## src/rtl/vm_text_writer.sv

```systemverilog
// Write side of the text-mode video memory: turns a byte stream into glyph,
// erase, row-clear and screen-clear writes on VM port A while tracking a cursor.
module vm_text_writer #(
  parameter int unsigned ROWS  = 30,
  parameter int unsigned COLS  = 32,
  parameter logic [7:0]  BLANK = 8'h20
) (
  input  logic        clk_50mhz,
  input  logic        rst,
  input  logic [7:0]  char_data,
  input  logic        char_valid,
  output logic        char_ready,
  output logic        vm_we,
  output logic [11:0] vm_addr,
  output logic [7:0]  vm_din,
  output logic        busy,
  output logic [4:0]  cur_row,
  output logic [4:0]  cur_col
);

  localparam logic [4:0] LAST_ROW = 5'(ROWS - 1);
  localparam logic [4:0] LAST_COL = 5'(COLS - 1);

  localparam logic [7:0] CH_BS = 8'h08;
  localparam logic [7:0] CH_LF = 8'h0A;
  localparam logic [7:0] CH_FF = 8'h0C;
  localparam logic [7:0] CH_CR = 8'h0D;

  typedef enum logic [1:0] {
    IDLE       = 2'd0,
    CLR_ROW    = 2'd1,
    CLR_SCREEN = 2'd2
  } state_t;

  state_t      state_r;
  state_t      state_nx_s;
  logic [9:0]  clr_idx_r;
  logic [9:0]  clr_idx_nx_s;
  logic [4:0]  row_r;
  logic [4:0]  row_nx_s;
  logic [4:0]  col_r;
  logic [4:0]  col_nx_s;
  logic        vm_we_r;
  logic        vm_we_nx_s;
  logic [11:0] vm_addr_r;
  logic [11:0] vm_addr_nx_s;
  logic [7:0]  vm_din_r;
  logic [7:0]  vm_din_nx_s;

  logic        printable_s;
  logic        col_last_s;
  logic        clr_col_last_s;
  logic        clr_row_last_s;

  // Cursor row advance with wrap from the last visible row back to the top.
  function automatic logic [4:0] next_row(input logic [4:0] r);
    if (r == LAST_ROW) begin
      return 5'd0;
    end else begin
      return r + 5'd1;
    end
  endfunction

  // clr_idx is kept in {row, col} form so it doubles as the cell address.
  assign printable_s    = (char_data >= 8'h20) && (char_data <= 8'h7E);
  assign col_last_s     = (col_r == LAST_COL);
  assign clr_col_last_s = (clr_idx_r[4:0] == LAST_COL);
  assign clr_row_last_s = (clr_idx_r[9:5] == LAST_ROW);

  // State register; reset parks in CLR_SCREEN so a full clear follows release.
  always_ff @(posedge clk_50mhz or posedge rst) begin
    if (rst) begin
      state_r <= CLR_SCREEN;
    end else begin
      state_r <= state_nx_s;
    end
  end

  // Next-state decode.
  always_comb begin
    state_nx_s = state_r;
    case (state_r)
      IDLE: begin
        if (char_valid) begin
          case (char_data)
            CH_LF:   state_nx_s = CLR_ROW;
            CH_FF:   state_nx_s = CLR_SCREEN;
            default: begin
              if (printable_s && col_last_s) begin
                state_nx_s = CLR_ROW;
              end else begin
                state_nx_s = IDLE;
              end
            end
          endcase
        end else begin
          state_nx_s = IDLE;
        end
      end
      CLR_ROW: begin
        if (clr_col_last_s) begin
          state_nx_s = IDLE;
        end else begin
          state_nx_s = CLR_ROW;
        end
      end
      CLR_SCREEN: begin
        if (clr_col_last_s && clr_row_last_s) begin
          state_nx_s = IDLE;
        end else begin
          state_nx_s = CLR_SCREEN;
        end
      end
      default: state_nx_s = CLR_SCREEN;
    endcase
  end

  // Write port, cursor and clear-index next values.
  always_comb begin
    vm_we_nx_s   = 1'b0;
    vm_addr_nx_s = vm_addr_r;
    vm_din_nx_s  = vm_din_r;
    row_nx_s     = row_r;
    col_nx_s     = col_r;
    clr_idx_nx_s = clr_idx_r;
    case (state_r)
      IDLE: begin
        if (char_valid) begin
          case (char_data)
            CH_LF: begin
              col_nx_s     = 5'd0;
              row_nx_s     = next_row(row_r);
              clr_idx_nx_s = 10'd0;
            end
            CH_CR: begin
              col_nx_s = 5'd0;
            end
            CH_BS: begin
              if (col_r != 5'd0) begin
                col_nx_s     = col_r - 5'd1;
                vm_we_nx_s   = 1'b1;
                vm_addr_nx_s = {2'b00, row_r, col_r - 5'd1};
                vm_din_nx_s  = BLANK;
              end else begin
                col_nx_s = col_r;
              end
            end
            CH_FF: begin
              row_nx_s     = 5'd0;
              col_nx_s     = 5'd0;
              clr_idx_nx_s = 10'd0;
            end
            default: begin
              if (printable_s) begin
                vm_we_nx_s   = 1'b1;
                vm_addr_nx_s = {2'b00, row_r, col_r};
                vm_din_nx_s  = char_data;
                if (col_last_s) begin
                  col_nx_s     = 5'd0;
                  row_nx_s     = next_row(row_r);
                  clr_idx_nx_s = 10'd0;
                end else begin
                  col_nx_s = col_r + 5'd1;
                end
              end else begin
                vm_we_nx_s = 1'b0;
              end
            end
          endcase
        end else begin
          vm_we_nx_s = 1'b0;
        end
      end
      CLR_ROW: begin
        vm_we_nx_s   = 1'b1;
        vm_addr_nx_s = {2'b00, row_r, clr_idx_r[4:0]};
        vm_din_nx_s  = BLANK;
        if (clr_col_last_s) begin
          clr_idx_nx_s = 10'd0;
        end else begin
          clr_idx_nx_s = clr_idx_r + 10'd1;
        end
      end
      CLR_SCREEN: begin
        vm_we_nx_s   = 1'b1;
        vm_addr_nx_s = {2'b00, clr_idx_r};
        vm_din_nx_s  = BLANK;
        if (clr_col_last_s) begin
          if (clr_row_last_s) begin
            clr_idx_nx_s = 10'd0;
          end else begin
            clr_idx_nx_s = {clr_idx_r[9:5] + 5'd1, 5'd0};
          end
        end else begin
          clr_idx_nx_s = clr_idx_r + 10'd1;
        end
      end
      default: begin
        vm_we_nx_s   = 1'b0;
        clr_idx_nx_s = 10'd0;
      end
    endcase
  end

  // Registered datapath: VM port A outputs, cursor and clear index.
  always_ff @(posedge clk_50mhz or posedge rst) begin
    if (rst) begin
      vm_we_r   <= 1'b0;
      vm_addr_r <= 12'd0;
      vm_din_r  <= 8'd0;
      row_r     <= 5'd0;
      col_r     <= 5'd0;
      clr_idx_r <= 10'd0;
    end else begin
      vm_we_r   <= vm_we_nx_s;
      vm_addr_r <= vm_addr_nx_s;
      vm_din_r  <= vm_din_nx_s;
      row_r     <= row_nx_s;
      col_r     <= col_nx_s;
      clr_idx_r <= clr_idx_nx_s;
    end
  end

  // busy is forced low during reset even though the state is parked in a clear.
  assign char_ready = (state_r == IDLE);
  assign busy       = (state_r != IDLE) & ~rst;
  assign vm_we      = vm_we_r;
  assign vm_addr    = vm_addr_r;
  assign vm_din     = vm_din_r;
  assign cur_row    = row_r;
  assign cur_col    = col_r;

endmodule

```

## config.mk

```make
export PLATFORM = sky130hd
export DESIGN_NAME = vm_text_writer
export DESIGN_NICKNAME = d
export VERILOG_FILES = /design/src/rtl/vm_text_writer.sv
export SDC_FILE = /design/constraint.sdc
export NUM_CORES = 1
export LEC_CHECK = 0
export ABC_CLOCK_PERIOD_IN_PS = 2790
export CORE_MARGIN = 4
export CORE_UTILIZATION = 55
export CTS_BUF_LIST = sky130_fd_sc_hd__clkbuf_2 sky130_fd_sc_hd__clkbuf_4 sky130_fd_sc_hd__clkbuf_8
export DETAILED_ROUTE_END_ITERATION = 7
export GPL_TIMING_DRIVEN = 0
export PLACE_DENSITY = 0.83
export SKIP_LAST_GASP = 1
export SYNTH_ARGS = -nofsm -noshare
export SYNTH_HDL_FRONTEND = slang
export SYNTH_SLANG_ARGS = --single-unit
```

## constraint.sdc

```tcl
create_clock -name clk_50mhz -period 2.79 [get_ports clk_50mhz]
set_input_delay 0.558 -clock clk_50mhz [delete_from_list [all_inputs] [get_ports clk_50mhz]]
set_output_delay 0.558 -clock clk_50mhz [all_outputs]
set_load 0.02 [all_outputs]
```

==> impl_metrics.sql, run 1 <==
INSERT INTO impl_metrics (metric_group, metric, value, unit) VALUES
('global_route', 'grt_antenna_before_repair', '0', ''),
('routing', 'detailedRoute.firstPassIterationCount', '5', ''),
('timing', 'rsz0062_at_grt', 'yes', ''),
('timing', 'max_freq', '361.7', 'MHz'),
('floorplan', 'top_level_ports', '44', ''),
('timing', 'fin_worst_skew', '0.006554', 'ns'),
('routing', 'route.final.wire_length', '6803', 'um'),
('timing', 'timing.final.setup_violations', '0', ''),
('timing', 'worst-slew-pin-transition', '0.8420', 'ns'),
('finish', 'layout.cells.most_common', 'dfrtp_1', ''),
('worst_hold_path', 'hp_class', 'flip-flop to flip-flop', ''),
('logic_synthesis', 'ys_warn_count', '0', ''),
('logic_synthesis', 'synth.lib_cells_used.distinct', '63', ''),
('global_route', 'vias_in_the_first_global_route', '2382', ''),
('routing', 'detail-route-antenna-nets', '0', ''),
('routing', 'num_vias', '2528', ''),
('timing', 'min_period', '2.765', 'ns'),
('timing', 'final_hold_viol_count', '0', ''),
('critical_path', 'crit_fanout', '9', ''),
('worst_hold_path', 'whs_path_depth', '2', ''),
('timing', 'post-route-period-util', '0.9910', ''),
('critical_path', 'timing.critical_path.from_type', 'primary input', ''),
('clocking', 'cts-hold-fix-buffers', '0', ''),
('routing', 'via_per_inst', '6.033', ''),
('power_and_ir_drop', 'max-vdd-ir-drop', '290.3', 'uV'),
('critical_path', 'stage_delay_of_the_slowest_cell_on_the_critical_path', '0.68', 'ns'),
('timing', 'max-slew-margin-rel', '0.4379', ''),
('worst_hold_path', 'min_to', 'vm_din[3]', ''),
('critical_path', 'worstSetupEndpointType', 'flip-flop', ''),
('power_and_ir_drop', 'power.total', '1.144', 'mW'),
('clocking', 'worst_skew_pair_latency', '0.30', 'ns'),
('clocking', 'clock_tree.htree_level_count', '2', ''),
('timing', 'final_max_slew_viol_count', '0', ''),
('finish', 'number_of_nets_in_the_layout', '377', ''),
('timing', 'worst_slack', '0.02510', 'ns'),
('floorplan', 'initial_core_util', '0.5648', ''),
('critical_path', 'worstPathCellList', 'clkdlybuf4s50_1 -> or4_1 -> nor4b_4 -> a211o_2 -> and2_1 -> buf_6 -> mux2_4', ''),
('critical_path', 'r2r-start', 'clr_idx_r[0]', ''),
('critical_path', 'required', '2.98', 'ns'),
('critical_path', 'critPathSlowestCell', 'or4_1', ''),
('critical_path', 'crit_arrival', '2.95', 'ns'),
('critical_path', 'reg2reg_depth', '8', ''),
('logic_synthesis', 'syn_avg_cell_area', '8.746', 'um2'),
('placement', 'place_ws', '-0.2579', 'ns'),
('floorplan', 'placementRows', '25', ''),
('power_and_ir_drop', 'p_leak', '1.404', 'nW'),
('clocking', 'clock-sinks', '41', ''),
('clocking', 'cts_buffer_depth', '2', ''),
('floorplan', 'core_region_area', '0.004723', 'mm2'),
('finish', 'insertedDiodeCount', '0', ''),
('global_route', 'grt_remaining_overflow', '0', ''),
('logic_synthesis', 'number_of_flops_mapped_to_enable_cells_by_yosys', '0', ''),
('logic_synthesis', 'synth_seq_area_share', '0.3851', ''),
('placement', 'detailedPlacementHpwl', '4925', 'um'),
('global_route', 'globalRouteTotalUtil', '0.2346', ''),
('finish', 'share_of_final_layout_standard_cells_stronger_than_drive_strength_1', '0.09943', ''),
('critical_path', 'crit_path_class', 'primary input to flip-flop', ''),
('logic_synthesis', 'async_flop_share', '1.000', ''),
('global_route', 'grt_max_degree', '42', ''),
('logic_synthesis', 'synthesis.area', '0.002668', 'mm2'),
('run_status', 'status', 'completed', ''),
('clocking', 'clkTransAtPathRegs', '0.08', 'ns'),
('global_route', 'grt_first_pass_wirelength', '11540', 'um'),
('routing', 'first_iter_violations', '295', ''),
('job', 'cap_viol_max_count', '0', ''),
('placement', 'port_buffers', '39', ''),
('floorplan', 'die_h', '77.64', 'um'),
('critical_path', 'r2r_end', 'clr_idx_r[7]', ''),
('logic_synthesis', 'synth_cells', '305', ''),
('logic_synthesis', 'postSynthRegisterBits', '41', ''),
('floorplan', 'chipWidth', '77.64', 'um'),
('power_and_ir_drop', 'power_per_cell_area', '349.1', 'mW/mm2'),
('clocking', 'clock_tree.root_cell', 'clkbuf_8', ''),
('finish', 'synthToLayoutAreaGrowth', '22.89', '%'),
('placement', 'place_congestion', '0.8708', ''),
('floorplan', 'die-area', '0.006028', 'mm2'),
('critical_path', 'r2r_slack', '0.30', 'ns'),
('logic_synthesis', 'synthFlopType', 'dfrtp_1', ''),
('clocking', 'cts-buffers-inserted', '5', ''),
('routing', 'avgRoutedWirePerCell', '16.24', 'um'),
('finish', 'final_cell_mix', 'dfrtp_1, clkdlybuf4s50_1, nand2_1', ''),
('clocking', 'cts_tree', 'yes', ''),
('routing', 'drc', '0', ''),
('worst_hold_path', 'min-delay-start', 'vm_din[3]', '');
-- critical path: cells and delay by family --
family | cells | cell delay [ns]
buffers and inverters | 2 | 0.66
AO/OA/AOI/OAI | 1 | 0.27
AND/OR/NAND/NOR | 3 | 1.16
multiplexers | 1 | 0.29
-- how the worst max path moves through the flow --
stage	startpoint	end	slack (ns)	cells past startpoint
after global routing	char_data[5]	clr_idx_r[0]	-0.03	7
after detailed placement	char_data[5]	clr_idx_r[0]	-0.26	7
after floorplan	char_data[5]	clr_idx_r[0]	0.52	6
after CTS	char_data[5]	clr_idx_r[0]	0.04	7
after global placement	char_data[5]	clr_idx_r[0]	-0.25	7
final	char_data[5]	clr_idx_r[0]	0.03	7
-- synthesized netlist by cell type, types with 2 or more instances --
cell type  instances  area [um2]
a22oi_1            8       60.06
o221a_2            3       33.78
and3_1             4       25.02
a21oi_1           17       85.08
o211ai_1           2       15.01
xor2_1             3       26.28
o311ai_0           2       17.52
and2_1             3       18.77
a31oi_1            4       25.02
nor3_1             4       20.02
o21ai_1            4       20.02
and4_1             2       17.52
nand4_1            5       31.28
nand3_1           14       70.07
nand3_2            2       20.02
buf_4              2       15.01
clkbuf_1           9       33.78
nor2b_1            2       12.51
or2_2              3       18.77
nand2b_1           7       43.79
buf_2              5       25.02
nand3b_1           2       15.01
xnor2_1            3       26.28
or4_1              3       22.52
dfrtp_1           40        1001
ha_1              15       187.7
nand2_1           35       131.4
a211o_1            2       17.52
nor4_1             5       31.28
o22a_1             2       17.52
mux2i_1            2       20.02
inv_1             20       75.07
o22ai_1            2       12.51
a211oi_1           3       22.52
nor2_1            16       60.06
o21ai_0           23       115.1
-- flip-flops by register name (all words and copies together) (netlist names) --
register	flops
vm_we	1
state_r	2
cur_col	5
vm_din	8
clr_idx_r	10
cur_row	5
vm_addr	10
-- metrics by stage --
stage / TNS [ns] / cell area [um2] / util / hold WS [ns] / instances
floorplan: 0 / 2671 / - / 0.5446 / 306
global placement: -2.686 / 3146 / 0.6660 / 0.4608 / 412
detailed placement: -4.198 / 3146 / 0.6660 / 0.4694 / 412
CTS: 0 / 3262 / 0.6906 / 0.4872 / 420
global route: -0.03297 / 3278 / 0.6940 / 0.5213 / 419
finish: 0 / 3278 / 0.6940 / 0.4790 / 419
-- metal layers --
metal | track usage | wire [um] | up-vias
met1 | 0.3135 | 2947 | 1210
met5 | 0 | 0 | -
met4 | 0.06406 | 106 | 0
met2 | 0.3921 | 3283 | 117
li1 | - | - | 1189
met3 | 0.03944 | 466 | 12
-- area by class of cell --
class / instances / area (um2)
clock inverter: 3 / 46.29
multi-input combinational: 227 / 1498
clock buffer: 5 / 68.82
fill: 375 / 1445
buffer: 16 / 82.58
sequential: 41 / 1027
tap: 67 / 83.83
inverter: 21 / 78.83
timing repair buffer: 39 / 392.9
-- what timing repair did --
action                                  in CTS  in global routing
resized for setup                            1                  4
setup buffers                                0                  0
endpoints found under the setup margin       1                 11
-- power by group --
group | switching, mW | internal (mW)
Clock | 0.218 | 0.268
Sequential | 0 | 0.594
Combinational | 0.0417 | 0.0232
Total | 0.260 | 0.885
-- cell families after synthesis --
family	Yosys count	synth area share
xor+xnor	6	0.01970
flops	41	0.3851
simple gates	115	0.2350
other cells	1	0.001406
mux	4	0.01735
buf+inv	38	0.06144
compound gates	85	0.2097
fa+ha+maj	15	0.07036
(Power assumes the default switching activity.)
==> run 2, diff against run 1 <==
--- a/config.mk
+++ b/config.mk
@@ -13,6 +13,7 @@
 export GPL_TIMING_DRIVEN = 0
 export PLACE_DENSITY = 0.83
 export SKIP_LAST_GASP = 1
+export SLEW_MARGIN = 20
 export SYNTH_ARGS = -nofsm -noshare
 export SYNTH_HDL_FRONTEND = slang
 export SYNTH_SLANG_ARGS = --single-unit
==> run 2 against run 1 <==
  * Total power is 0.11% higher
  * Cell count grew 0.72%
  * Critical path type unchanged
  * Combinational power grew 6.6%
  * Worst hold slack about the same
  * Sequential power is essentially flat
==> impl_metrics.sql, run 2 (synthesis gave the netlist of run 1 again) <==
INSERT INTO impl_metrics (metric_group, metric, value, unit) VALUES
('routing', 'detail-route-antenna-nets', '0', ''),
('floorplan', 'die-area', '0.006028', 'mm2'),
('finish', 'layout.cells.most_common', 'dfrtp_1', ''),
('timing', 'final_max_slew_viol_count', '0', ''),
('timing', 'max-slew-margin-rel', '0.5125', ''),
('critical_path', 'crit_path_class', 'primary input to flip-flop', ''),
('routing', 'avgRoutedWirePerCell', '16.03', 'um'),
('power_and_ir_drop', 'power.total', '1.146', 'mW'),
('clocking', 'clkTransAtPathRegs', '0.08', 'ns'),
('critical_path', 'required', '2.97', 'ns'),
('power_and_ir_drop', 'power_per_cell_area', '347.0', 'mW/mm2'),
('timing', 'max_freq', '367.7', 'MHz'),
('global_route', 'grt_max_degree', '32', ''),
('global_route', 'vias_in_the_first_global_route', '2433', ''),
('global_route', 'grt_first_pass_wirelength', '11600', 'um'),
('finish', 'synthToLayoutAreaGrowth', '23.78', '%'),
('clocking', 'cts_buffer_depth', '2', ''),
('floorplan', 'die_h', '77.64', 'um'),
('clocking', 'clock_tree.root_cell', 'clkbuf_8', ''),
('clocking', 'clock_tree.htree_level_count', '2', ''),
('timing', 'final_hold_viol_count', '0', ''),
('timing', 'timing.final.setup_violations', '0', ''),
('run_status', 'status', 'completed', ''),
('floorplan', 'chipWidth', '77.64', 'um'),
('finish', 'final_cells', '422', ''),
('critical_path', 'critPathSlowestCell', 'or4_1', ''),
('floorplan', 'top_level_ports', '44', ''),
('placement', 'place_congestion', '0.8708', ''),
('timing', 'worst-slew-pin-transition', '0.7252', 'ns'),
('routing', 'num_vias', '2538', ''),
('placement', 'dp_cells', '413', ''),
('clocking', 'cts-hold-fix-buffers', '0', ''),
('critical_path', 'worstSetupEndpointType', 'flip-flop', ''),
('timing', 'rsz0062_at_grt', 'yes', ''),
('critical_path', 'crit_fanout', '9', ''),
('worst_hold_path', 'hp_class', 'flip-flop to flip-flop', ''),
('critical_path', 'timing.critical_path.from_type', 'primary input', ''),
('placement', 'detailedPlacementHpwl', '5037', 'um'),
('timing', 'fin_worst_skew', '0.005913', 'ns'),
('routing', 'detailedRoute.firstPassIterationCount', '5', ''),
('placement', 'port_buffers', '39', ''),
('routing', 'via_per_inst', '6.014', ''),
('floorplan', 'initial_core_util', '0.5648', ''),
('critical_path', 'stage_delay_of_the_slowest_cell_on_the_critical_path', '0.67', 'ns'),
('power_and_ir_drop', 'max-vdd-ir-drop', '264.1', 'uV'),
('global_route', 'grt_remaining_overflow', '0', ''),
('routing', 'drc', '0', ''),
('power_and_ir_drop', 'p_leak', '1.421', 'nW'),
('floorplan', 'core_region_area', '0.004723', 'mm2'),
('routing', 'first_iter_violations', '287', ''),
('finish', 'share_of_final_layout_standard_cells_stronger_than_drive_strength_1', '0.1042', ''),
('clocking', 'cts-buffers-inserted', '5', ''),
('global_route', 'globalRouteTotalUtil', '0.2360', ''),
('floorplan', 'placementRows', '25', ''),
('clocking', 'clock-sinks', '41', ''),
('finish', 'filler_cells_inserted', '369', ''),
('finish', 'insertedDiodeCount', '0', ''),
('timing', 'setup_total_negative_slack', '0', 'ns'),
('timing', 'min_period', '2.719', 'ns'),
('critical_path', 'worstPathCellList', 'clkdlybuf4s50_1 -> or4_1 -> nor4b_4 -> a211o_2 -> and2_1 -> buf_6 -> mux2_4', ''),
('finish', 'number_of_nets_in_the_layout', '380', ''),
('global_route', 'grt_antenna_before_repair', '0', ''),
('clocking', 'cts_tree', 'yes', ''),
('job', 'cap_viol_max_count', '0', ''),
('critical_path', 'crit_arrival', '2.90', 'ns'),
('finish', 'final_cell_mix', 'dfrtp_1, clkdlybuf4s50_1, nand2_1', ''),
('timing', 'post-route-period-util', '0.9747', ''),
('routing', 'route.final.wire_length', '6766', 'um'),
('clocking', 'worst_skew_pair_latency', '0.30', 'ns');
[run 2: cell types whose count changed in the layout (fill, tap and decap cells not counted)]
cell	change
o21ai_0	-1
buf_4	+1
buf_12	+1
o21ai_1	+1
a211oi_4	-1
a211oi_2	+1
clkbuf_1	+1
[run 2: layout make-up]
class / count / area, um2 / share of cell area
buffer: 17 / 86.33 / 0.02615
clock buffer: 5 / 68.82 / 0.02084
clock inverter: 3 / 46.29 / 0.01402
inverter: 21 / 78.83 / 0.02387
multi-input combinational: 227 / 1490 / 0.4513
sequential: 41 / 1027 / 0.3111
tap: 67 / 83.83 / 0.02539
timing repair buffer: 41 / 420.4 / 0.1273
[run 2: worst paths after layout]
kind                               from           end  slack (ns)  cells after the start
setup / recovery           char_data[5]  clr_idx_r[0]        0.07                      7
hold / removal                vm_din[6]     vm_din[6]        0.48                      2
setup reg to reg           clr_idx_r[0]  clr_idx_r[7]        0.30                      8
hold reg to reg               vm_din[6]     vm_din[6]        0.48                      2
max in group asynchronous           rst    state_r[1]        1.76                      3
min in group asynchronous           rst  clr_idx_r[2]        0.53                      2
[run 2: repair_timing]
action	CTS	global route
pin swaps	0	1
setup endpoints to repair	1	11
gates cloned	0	0
setup buffers	0	1
gates resized for setup	1	4
[run 2: stage by stage]
stage | utilization | area [um2] | setup slack, ns | hold slack, ns
after CTS | 0.6948 | 3282 | 0.04992 | 0.4888
after floorplan | - | 2671 | 0.5209 | 0.5446
after detailed placement | 0.6702 | 3166 | -0.2523 | 0.4694
after global routing | 0.6991 | 3302 | -0.02942 | 0.5216
after global placement | 0.6660 | 3146 | -0.2545 | 0.4608
final | 0.6991 | 3302 | 0.07067 | 0.4791
[run 2: metal layers]
metal | vias to the layer above | GRT usage | share of wire
met4 | 0 | 0.08007 | 0.022
li1 | 1199 | - | -
met2 | 106 | 0.3801 | 0.48
met5 | - | 0 | 0
met3 | 18 | 0.04872 | 0.065
met1 | 1215 | 0.3154 | 0.43
[run 2: power by group]
group          switching, mW  leakage, nW  internal [mW]
registers                  0        0.495          0.594
clock network          0.215       0.0543          0.268
logic                 0.0426        0.872         0.0265
[run 2: critical path, delay by kind of cell]
| family | cells | cell delay (ns) |
|---|---|---|
| AND/OR/NAND/NOR | 3 | 1.13 |
| buffers and inverters | 2 | 0.66 |
| AO/OA/AOI/OAI | 1 | 0.25 |
| multiplexers | 1 | 0.29 |
